===== config.mk =====
export PLATFORM = sky130hd
export DESIGN_NAME = mem_bist
export DESIGN_NICKNAME = d
export VERILOG_FILES = /design/src/rtl/mem_bist.sv
export SDC_FILE = /design/constraint.sdc
export NUM_CORES = 1
export LEC_CHECK = 0
export CAP_MARGIN = 10
export CORE_MARGIN = 2
export CORE_UTILIZATION = 50
export DETAILED_ROUTE_END_ITERATION = 10
export PLACE_DENSITY = 0.76
export SLEW_MARGIN = 10
export SYNTH_ARGS = -nofsm -noshare
export SYNTH_HDL_FRONTEND = slang
export SYNTH_SLANG_ARGS = --single-unit

===== constraint.sdc =====
create_clock -name clk -period 5.95 [get_ports clk]
set_input_delay 0.595 -clock clk [delete_from_list [all_inputs] [get_ports clk]]
set_output_delay 0.595 -clock clk [all_outputs]
set_load 0.1 [all_outputs]

===== src/rtl/mem_bist.sv =====
// mem_bist: built-in self-test sequencer for a synchronous single-port memory.
// Runs up to three write/read-back phases (clear, data=address, LFSR random),
// compares the read data on chip and reports an error count and the address
// of the first mismatch.
//
//  state | meaning
//  ------+-------------------------------------------------------------------
//  IDLE  | waiting for start; strobes low, address/data held at 0
//  CLR_W | write 0 to every address
//  CLR_R | read every address expecting 0, then one drain cycle
//  ADR_W | write every address with its own (zero-extended/truncated) value
//  ADR_R | read back the data=address pattern, then one drain cycle
//  RND_W | write the LFSR sequence started from SEED
//  RND_R | regenerate the LFSR sequence from SEED and read back, then drain
//  DONE  | run complete; done/pass/err_count/first_err_addr held until start
module mem_bist #(
    parameter int          DWIDTH = 8,
    parameter int          AWIDTH = 5,
    parameter int          ERRW   = 16,
    parameter logic [15:0] SEED   = 16'hACE1
) (
    input  logic              clk,
    input  logic              rst_n,
    input  logic              start,
    input  logic              abort,
    input  logic [2:0]        pat_en,
    output logic              busy,
    output logic              done,
    output logic              pass,
    output logic [ERRW-1:0]   err_count,
    output logic [AWIDTH-1:0] first_err_addr,
    output logic [AWIDTH-1:0] mem_addr,
    output logic [DWIDTH-1:0] mem_wdata,
    output logic              mem_write,
    output logic              mem_read,
    input  logic [DWIDTH-1:0] mem_rdata
);

    localparam int DEPTH = 1 << AWIDTH;
    localparam int XW    = (DWIDTH > AWIDTH) ? DWIDTH : AWIDTH;
    localparam logic [AWIDTH:0] CNT_LAST  = (AWIDTH + 1)'(DEPTH - 1);
    localparam logic [AWIDTH:0] CNT_DRAIN = (AWIDTH + 1)'(DEPTH);
    // Galois form of x^16 + x^14 + x^13 + x^11 + 1, shifting right.
    localparam logic [15:0] LFSR_TAPS = 16'hB400;

    typedef enum logic [2:0] {
        IDLE  = 3'd0,
        CLR_W = 3'd1,
        CLR_R = 3'd2,
        ADR_W = 3'd3,
        ADR_R = 3'd4,
        RND_W = 3'd5,
        RND_R = 3'd6,
        DONE  = 3'd7
    } state_t;

    state_t state, state_next;

    // Address counter; in R states it runs one past the last address so the
    // extra count is the drain cycle.
    logic [AWIDTH:0]   cnt;
    logic [15:0]       lfsr;
    logic [15:0]       lfsr_step;
    // Only the phases after clear need remembering; clear is always first.
    logic [2:1]        pat_q;

    logic              cmp_valid;
    logic [DWIDTH-1:0] cmp_exp;
    logic [AWIDTH-1:0] cmp_addr;
    logic              have_err;

    logic              idle_or_done;
    logic              start_accept;
    logic              abort_now;
    logic              drain;
    logic              mismatch;
    logic              enter_done;
    logic              rnd_entry;
    logic [AWIDTH-1:0] cur_addr;
    logic [XW-1:0]     addr_ext;
    logic [DWIDTH-1:0] pat_data;

    assign idle_or_done = (state == IDLE) || (state == DONE);
    assign start_accept = idle_or_done && start;
    assign abort_now    = !idle_or_done && abort;
    assign cur_addr     = cnt[AWIDTH-1:0];
    assign drain        = cnt[AWIDTH];
    assign addr_ext     = XW'(cur_addr);
    assign lfsr_step    = lfsr[0] ? ((lfsr >> 1) ^ LFSR_TAPS) : (lfsr >> 1);
    assign enter_done   = !idle_or_done && (state_next == DONE);
    assign rnd_entry    = (state_next != state) &&
                          ((state_next == RND_W) || (state_next == RND_R));
    // A compare landing in the abort cycle is dropped with the rest of the run.
    assign mismatch     = cmp_valid && !abort_now && (mem_rdata !== cmp_exp);

    // State register.
    always_ff @(posedge clk or negedge rst_n) begin
        if (!rst_n) begin
            state <= IDLE;
        end else begin
            state <= state_next;
        end
    end

    // Next-state: walk the enabled phases in order, abort returns to IDLE.
    always_comb begin
        state_next = state;
        case (state)
            IDLE, DONE: begin
                if (start) begin
                    if (pat_en[0]) begin
                        state_next = CLR_W;
                    end else if (pat_en[1]) begin
                        state_next = ADR_W;
                    end else if (pat_en[2]) begin
                        state_next = RND_W;
                    end else begin
                        // Empty phase set: one strobe-free drain cycle, then DONE.
                        state_next = CLR_R;
                    end
                end
            end
            CLR_W: begin
                if (abort) begin
                    state_next = IDLE;
                end else if (cnt == CNT_LAST) begin
                    state_next = CLR_R;
                end
            end
            CLR_R: begin
                if (abort) begin
                    state_next = IDLE;
                end else if (drain) begin
                    if (pat_q[1]) begin
                        state_next = ADR_W;
                    end else if (pat_q[2]) begin
                        state_next = RND_W;
                    end else begin
                        state_next = DONE;
                    end
                end
            end
            ADR_W: begin
                if (abort) begin
                    state_next = IDLE;
                end else if (cnt == CNT_LAST) begin
                    state_next = ADR_R;
                end
            end
            ADR_R: begin
                if (abort) begin
                    state_next = IDLE;
                end else if (drain) begin
                    state_next = pat_q[2] ? RND_W : DONE;
                end
            end
            RND_W: begin
                if (abort) begin
                    state_next = IDLE;
                end else if (cnt == CNT_LAST) begin
                    state_next = RND_R;
                end
            end
            RND_R: begin
                if (abort) begin
                    state_next = IDLE;
                end else if (drain) begin
                    state_next = DONE;
                end
            end
            default: state_next = IDLE;
        endcase
    end

    // Outputs: strobes, pattern data and status decoded from state and count.
    always_comb begin
        busy      = 1'b0;
        done      = 1'b0;
        mem_write = 1'b0;
        mem_read  = 1'b0;
        pat_data  = '0;
        case (state)
            IDLE: ;
            DONE: done = 1'b1;
            CLR_W: begin
                busy      = 1'b1;
                mem_write = 1'b1;
            end
            CLR_R: begin
                busy     = 1'b1;
                mem_read = !drain;
            end
            ADR_W: begin
                busy      = 1'b1;
                mem_write = 1'b1;
                pat_data  = addr_ext[DWIDTH-1:0];
            end
            ADR_R: begin
                busy     = 1'b1;
                mem_read = !drain;
                pat_data = addr_ext[DWIDTH-1:0];
            end
            RND_W: begin
                busy      = 1'b1;
                mem_write = 1'b1;
                pat_data  = lfsr[DWIDTH-1:0];
            end
            RND_R: begin
                busy     = 1'b1;
                mem_read = !drain;
                pat_data = lfsr[DWIDTH-1:0];
            end
            default: ;
        endcase
        mem_addr  = (mem_write || mem_read) ? cur_addr : '0;
        mem_wdata = mem_write ? pat_data : '0;
    end

    // Address counter, phase latch and LFSR; the LFSR restarts from SEED on
    // entry to each random state so the read phase replays the written data.
    always_ff @(posedge clk or negedge rst_n) begin
        if (!rst_n) begin
            cnt   <= '0;
            pat_q <= '0;
            lfsr  <= SEED;
        end else begin
            if (start_accept) begin
                pat_q <= pat_en[2:1];
            end
            if (start_accept && (pat_en == 3'b000)) begin
                cnt <= CNT_DRAIN;
            end else if (state_next != state) begin
                cnt <= '0;
            end else if (!idle_or_done) begin
                cnt <= cnt + 1'b1;
            end
            if (rnd_entry) begin
                lfsr <= SEED;
            end else if (((state == RND_W) || (state == RND_R)) &&
                         (mem_write || mem_read)) begin
                lfsr <= lfsr_step;
            end
        end
    end

    // Compare pipeline and run status: expected data/address follow each
    // read by one cycle to line up with the registered read data.
    always_ff @(posedge clk or negedge rst_n) begin
        if (!rst_n) begin
            cmp_valid      <= 1'b0;
            cmp_exp        <= '0;
            cmp_addr       <= '0;
            err_count      <= '0;
            first_err_addr <= '0;
            have_err       <= 1'b0;
            pass           <= 1'b0;
        end else begin
            cmp_valid <= mem_read && !abort_now;
            cmp_exp   <= pat_data;
            cmp_addr  <= cur_addr;
            if (start_accept) begin
                err_count      <= '0;
                first_err_addr <= '0;
                have_err       <= 1'b0;
                pass           <= 1'b0;
            end else begin
                if (mismatch) begin
                    if (err_count != '1) begin
                        err_count <= err_count + 1'b1;
                    end
                    if (!have_err) begin
                        first_err_addr <= cmp_addr;
                        have_err       <= 1'b1;
                    end
                end
                // The final drain compare lands on the same edge as DONE.
                if (enter_done) begin
                    pass <= !(have_err || mismatch);
                end
            end
        end
    end

endmodule


# Word-level counts from Yosys, hierarchy flattened
# Cells that the tools add are included.
# totals
memories,0
input_bits,15
word_cells,104
out_inout_bits,39
ramBits,0
romBits,0
latch_bits,0
register_bits,64
# classes
multipliers,0
bitwise,1
n_reduce_logical,32
n_mux,42
order_cmp,0
div_mod_pow,0
add_sub_neg,2
n_shift,0
eq_ne,16
# ops
op,count
2-to-1 mux 16 bit,6
2-to-1 mux 3 bit,17
"== test 3 bit, second input constant",7
case mux 3 bit (7 select lines),1
2-to-1 mux 5 bit,4
2-to-1 mux 6 bit,3
"adder 16 x 1 -> 16 bit, second input constant",1
"!= test 16 bit, second input constant",1
case mux 8 bit (2 select lines),1
logical AND 1 bit,9
2-to-1 mux 1 bit,8
2-to-1 mux 8 bit,1
case inequality test 8 bit,1
nonzero test 2 bit,4
"adder 6 x 1 -> 6 bit, second input constant",1
"== test 3 x 2 -> 1 bit, second input constant",2
"== test 6 x 5 -> 1 bit, second input constant",1
logical NOT 3 bit,2
OR reduction 2 bit,3
OR reduction 3 bit,2
OR reduction 6 bit,1
logical OR 1 bit,5
logical NOT 1 bit,4
inverter 3 -> 4 bit,1
other kinds (6),7

# Logic depth before layout (Yosys ltp)
# depth
word_depth,11
ltp_mapped,8
depth_no_buf,7

# Worst setup path before layout
# No wires, ideal clock.
# synth_path
path_type,register to register
from,register state[1]
to,register lfsr[0]
n_path_buf,2
required_time_ns,5.887
setup_time_ns,0.063
stages_incl_launch_ff,9
slack_ns,1.221
synth_period_minus_slack_ns,4.729
arrival_ns,4.666
cell_sequence,dfrtp_1 buf_2 a21boi_0 o21ai_0 a221oi_4 mux2i_1 o221a_4 buf_6 nand3b_4
# synth_between
elab_cells_between_ends,37
classes_between,eq/ne: 10; mux: 17; reduce/logical: 10
# synth_lines
element,line,rtl
start: declaration,57,"state_t state, state_next;"
start signal: assignment,101,state <= state_next;
== test 3 bit (tied with other cells),182,case (state)
OR reduction 3 bit (no line) *,-,
2-to-1 mux 1 bit *,182,
via mem_write,34,"output logic mem_write,"
logical OR 1 bit *,240,(mem_write || mem_read)) begin
logical AND 1 bit *,239,end else if (((state == RND_W) || (state == RND_R)) &&
nonzero test 2 bit (no line) *,-,
end signal: assignment,241,lfsr <= lfsr_step;
end: declaration,62,logic [15:0] lfsr;
# The timed path passes the listed nets; every way through them passes the cells marked *.
# A chain may end at the register's enable or synchronous reset.

# Final worst setup path
# layout_path
from,register state[1]
to,output mem_wdata[3]
# layout_between
elab_chain_len,4
elab_cells_between_ends,11
classes_between,eq/ne: 5; mux: 3; reduce/logical: 3
# layout_lines
element,line,rtl
== test 3 bit (tied with other cells),182,
OR reduction 2 bit (no line) / OR reduction 3 bit (equally long branches),-,
case mux 8 bit (2 select lines) / 2-to-1 mux 1 bit (equally long branches),182,
2-to-1 mux 8 bit *,216,mem_wdata = mem_write ? pat_data : '0;
end: declaration,33,"output logic [DWIDTH-1:0] mem_wdata,"
# Every way passes the cells marked *; elsewhere a longest branch is shown, timed or not.

==> results.py <==
metrics = {
    "run_status": {
        "outcome": "completed",
    },
    "die": {
        "die_w_um": 86.0,
        "die_h_um": 86.0,
        "core.rowCount": 29,
        "pin_count": 54,
        "core_area_um2": 6420,
        "start_util": 0.523,
        "die_area_um2": 7390,
    },
    "worst_setup_path": {
        "endpoint_kind": "output port",
        "critPathLaunch": "state[1]$_DFF_PN0_",
        "critPathLaunchType": "register",
        "slowest_delay_ns": 1.15,
        "reg2reg_setup_slack_ns": 3.08,
        "rr_worst_depth": 7,
        "cp_max_fo": 21,
        "reg2reg_from": "state[1]$_DFF_PN0_",
        "r2r-end": "lfsr[6]$_DFFE_PN1P_",
        "crit_required_ns": 5.36,
        "path_class": "reg -> out",
        "path_cells": "inv_1 > nor2_1 > a22oi_1 > nor2_1 > clkdlybuf4s50_1",
        "path_common_cell": "nor2_1",
        "crit_arrival_ns": 3.19,
        "worst_path_max_delay_cell": "clkdlybuf4s50_1",
    },
    "synthesis": {
        "netlist_instances": 353,
        "synth_edf_count": 0,
        "synth_top_area_cell": "dfrtp_1",
        "synth.net_count": 370,
        "syn_area_per_cell_um2": 9.51,
        "synth_ff_type": "dfrtp_1",
        "ys_ff_latch": 64,
        "synth-async-reset-ratio": 1.00,
        "ys_types": 48,
        "yosysTopAreaCellShare": 0.417,
        "yosysWarnings": 0,
        "synth_area_um2": 3360,
        "seq_area_frac_synth": 0.480,
        "yosys.cell_count.top_type": "dfrtp_1",
        "synth_area_leaders": "dfrtp_1, xnor2_1, dfstp_2",
        "synth_common_cells": "dfrtp_1, nor2_1, nand2_1, xnor2_1, mux2i_1",
    },
    "timing": {
        "maxSlewViolCount": 0,
        "finalHoldViolations": 0,
        "hold_ws_ns": 0.431,
        "fin_skew_ns": 0.00663,
        "fin_crit_sh": 0.636,
        "slew_headroom": 0.316,
        "fmaxAchievable_mhz": 264,
        "finalSetupViolCount": 0,
        "worst_pin_slew_ns": 1.02,
        "period_needed_ns": 3.78,
        "rsz0062_at_grt": "false",
        "final.setup.tns_ns": 0,
        "fin_ws_ns": 2.17,
    },
    "drt": {
        "routed_wirelength_um": 7770,
        "drc": 0,
        "viasPerCell": 5.63,
        "drt_first_pass_iters": 4,
        "wl_met2_um": 3430,
        "top_layer_used": "met4",
        "drtIter0Drc": 263,
        "ant_nets": 0,
        "vias": 2734,
        "met3_length_um": 450,
        "avgRoutedWirePerCell_um": 16.0,
        "met1Wirelength_um": 3770,
    },
    "pwr": {
        "totalPowerFinal_w": 0.00213,
        "powerDensity_nw_per_um2": 509,
        "p_leak_nw": 1.72,
        "ir_drop_uv": 357,
    },
    "cells_and_area": {
        "antenna_cells": 0,
        "num-nets-final": 421,
        "synthToLayoutAreaGrowth_pct": 24.4,
        "fillers": 521,
        "drive_gt1_frac": 0.0929,
    },
    "clocking": {
        "h-tree-depth": 3,
        "cts.path.max_buffers": 2,
        "post-cts-setup-buffers": 0,
        "cts_buffers": 9,
        "clock_latency_ns": 0.34,
        "post_cts_resized": 0,
        "holdBufCountCts": 0,
        "clk_pin_slew_ns": 0.07,
        "cts.sinks": 64,
        "cts_tree": "yes",
        "root_buffer": "clkbuf_8",
    },
    "hold_path": {
        "hold_path.class": "in -> async",
    },
    "job": {
        "maxCapViolations": 0,
    },
    "global_routing": {
        "antenna_found_initial": 0,
        "overflow": 0,
        "grt_pass1_vias": 2546,
        "grt_usage": 0.227,
        "grt_max_degree": 65,
        "grt_pass1_wl_um": 13000,
    },
    "placed_design": {
        "place_congestion": 0.864,
        "hpwl_um": 5360,
        "portBuffers": 53,
        "dp_slack_ns": 2.56,
    },
}
-- registers in the layout, indices dropped and copies added (netlist names) --
name            cells
cmp_addr            5
cnt                 6
pass                1
state               3
cmp_valid           1
lfsr               16
cmp_exp             8
have_err            1
err_count          16
first_err_addr      5
pat_q               2
-- through the flow --
step	instance area (µm²)	cells	util
2_1_floorplan	3360	353	-
3_3_place_gp	3930	470	0.613
3_5_place_dp	3930	470	0.613
4_1_cts	4180	486	0.650
5_1_grt	4180	486	0.650
6_report	4180	486	0.650
-- worst max path at each step --
stage,slack [ns],end,cells after the start
after floorplan,1.22,lfsr[0]$_DFFE_PN1P_,8
after global placement,2.57,mem_wdata[4],5
after detailed placement,2.56,mem_addr[0],5
after CTS,2.18,mem_addr[2],5
after global routing,1.93,mem_wdata[2],5
final,2.17,mem_wdata[3],5
-- critical path, delay by kind of cell (launching register included) --
kind            cells  cell delay (ns)
buf+inv             2             1.40
simple gates        2             0.50
compound gates      1             0.18
flops               1             0.78
-- kinds of logic after synthesis --
group	Yosys count	share of synthesized area
buffers and inverters	29	0.0361
AND/OR/NAND/NOR	152	0.221
flip-flops	64	0.480
multiplexers	13	0.0387
XOR/XNOR	30	0.0782
AO/OA/AOI/OAI	63	0.138
adder cells (fa/ha/maj)	2	0.00745
-- power breakdown --
group,switching [W],internal (W)
Clock,0.000164,0.000282
Combinational,0.000663,0.000327
Sequential,0.000125,0.000564
-- cell usage in the layout (no fill, tap or decap), types with 3 or more instances in the layout --
| master | netlist | layout |
|---|---|---|
| o21ai_0 | 10 | 9 |
| mux2i_1 | 13 | 13 |
| buf_4 | 0 | 4 |
| nand4_1 | 8 | 8 |
| xor2_1 | 3 | 3 |
| nand3_1 | 6 | 6 |
| a21oi_2 | 3 | 3 |
| nor3_1 | 12 | 12 |
| o22ai_1 | 6 | 6 |
| clkbuf_8 | 0 | 13 |
| a21oi_1 | 12 | 12 |
| nor2b_1 | 4 | 4 |
| xnor2_1 | 27 | 27 |
| nor4_1 | 5 | 5 |
| dfrtp_1 | 56 | 56 |
| clkdlybuf4s50_1 | 0 | 52 |
| and3_1 | 5 | 5 |
| nor2_1 | 51 | 51 |
| o21bai_1 | 4 | 4 |
| a22oi_1 | 5 | 5 |
| dfstp_2 | 8 | 8 |
| a211o_1 | 5 | 5 |
| or4_1 | 3 | 3 |
| nand2_1 | 40 | 40 |
| and2_1 | 8 | 8 |
| inv_1 | 12 | 12 |
-- metal layers --
layer  vias up  global-route usage
met3        10              0.0404
met2        77               0.317
met1      1313               0.349
met5         -                   0
li1       1334                   -
met4         0              0.0866
-- area by class of cell --
| cell class | count | area [µm²] | area share |
|---|---|---|---|
| repair buffers | 57 | 556 | 0.133 |
| flip-flops and latches | 64 | 1610 | 0.386 |
| well taps | 77 | 96.3 | 0.0231 |
| multi-input cells | 260 | 1630 | 0.389 |
| inverters | 12 | 45.0 | 0.0108 |
| clock buffers | 14 | 183 | 0.0437 |
| clock inverters | 2 | 60.1 | 0.0144 |
(Power assumes the default switching activity.)
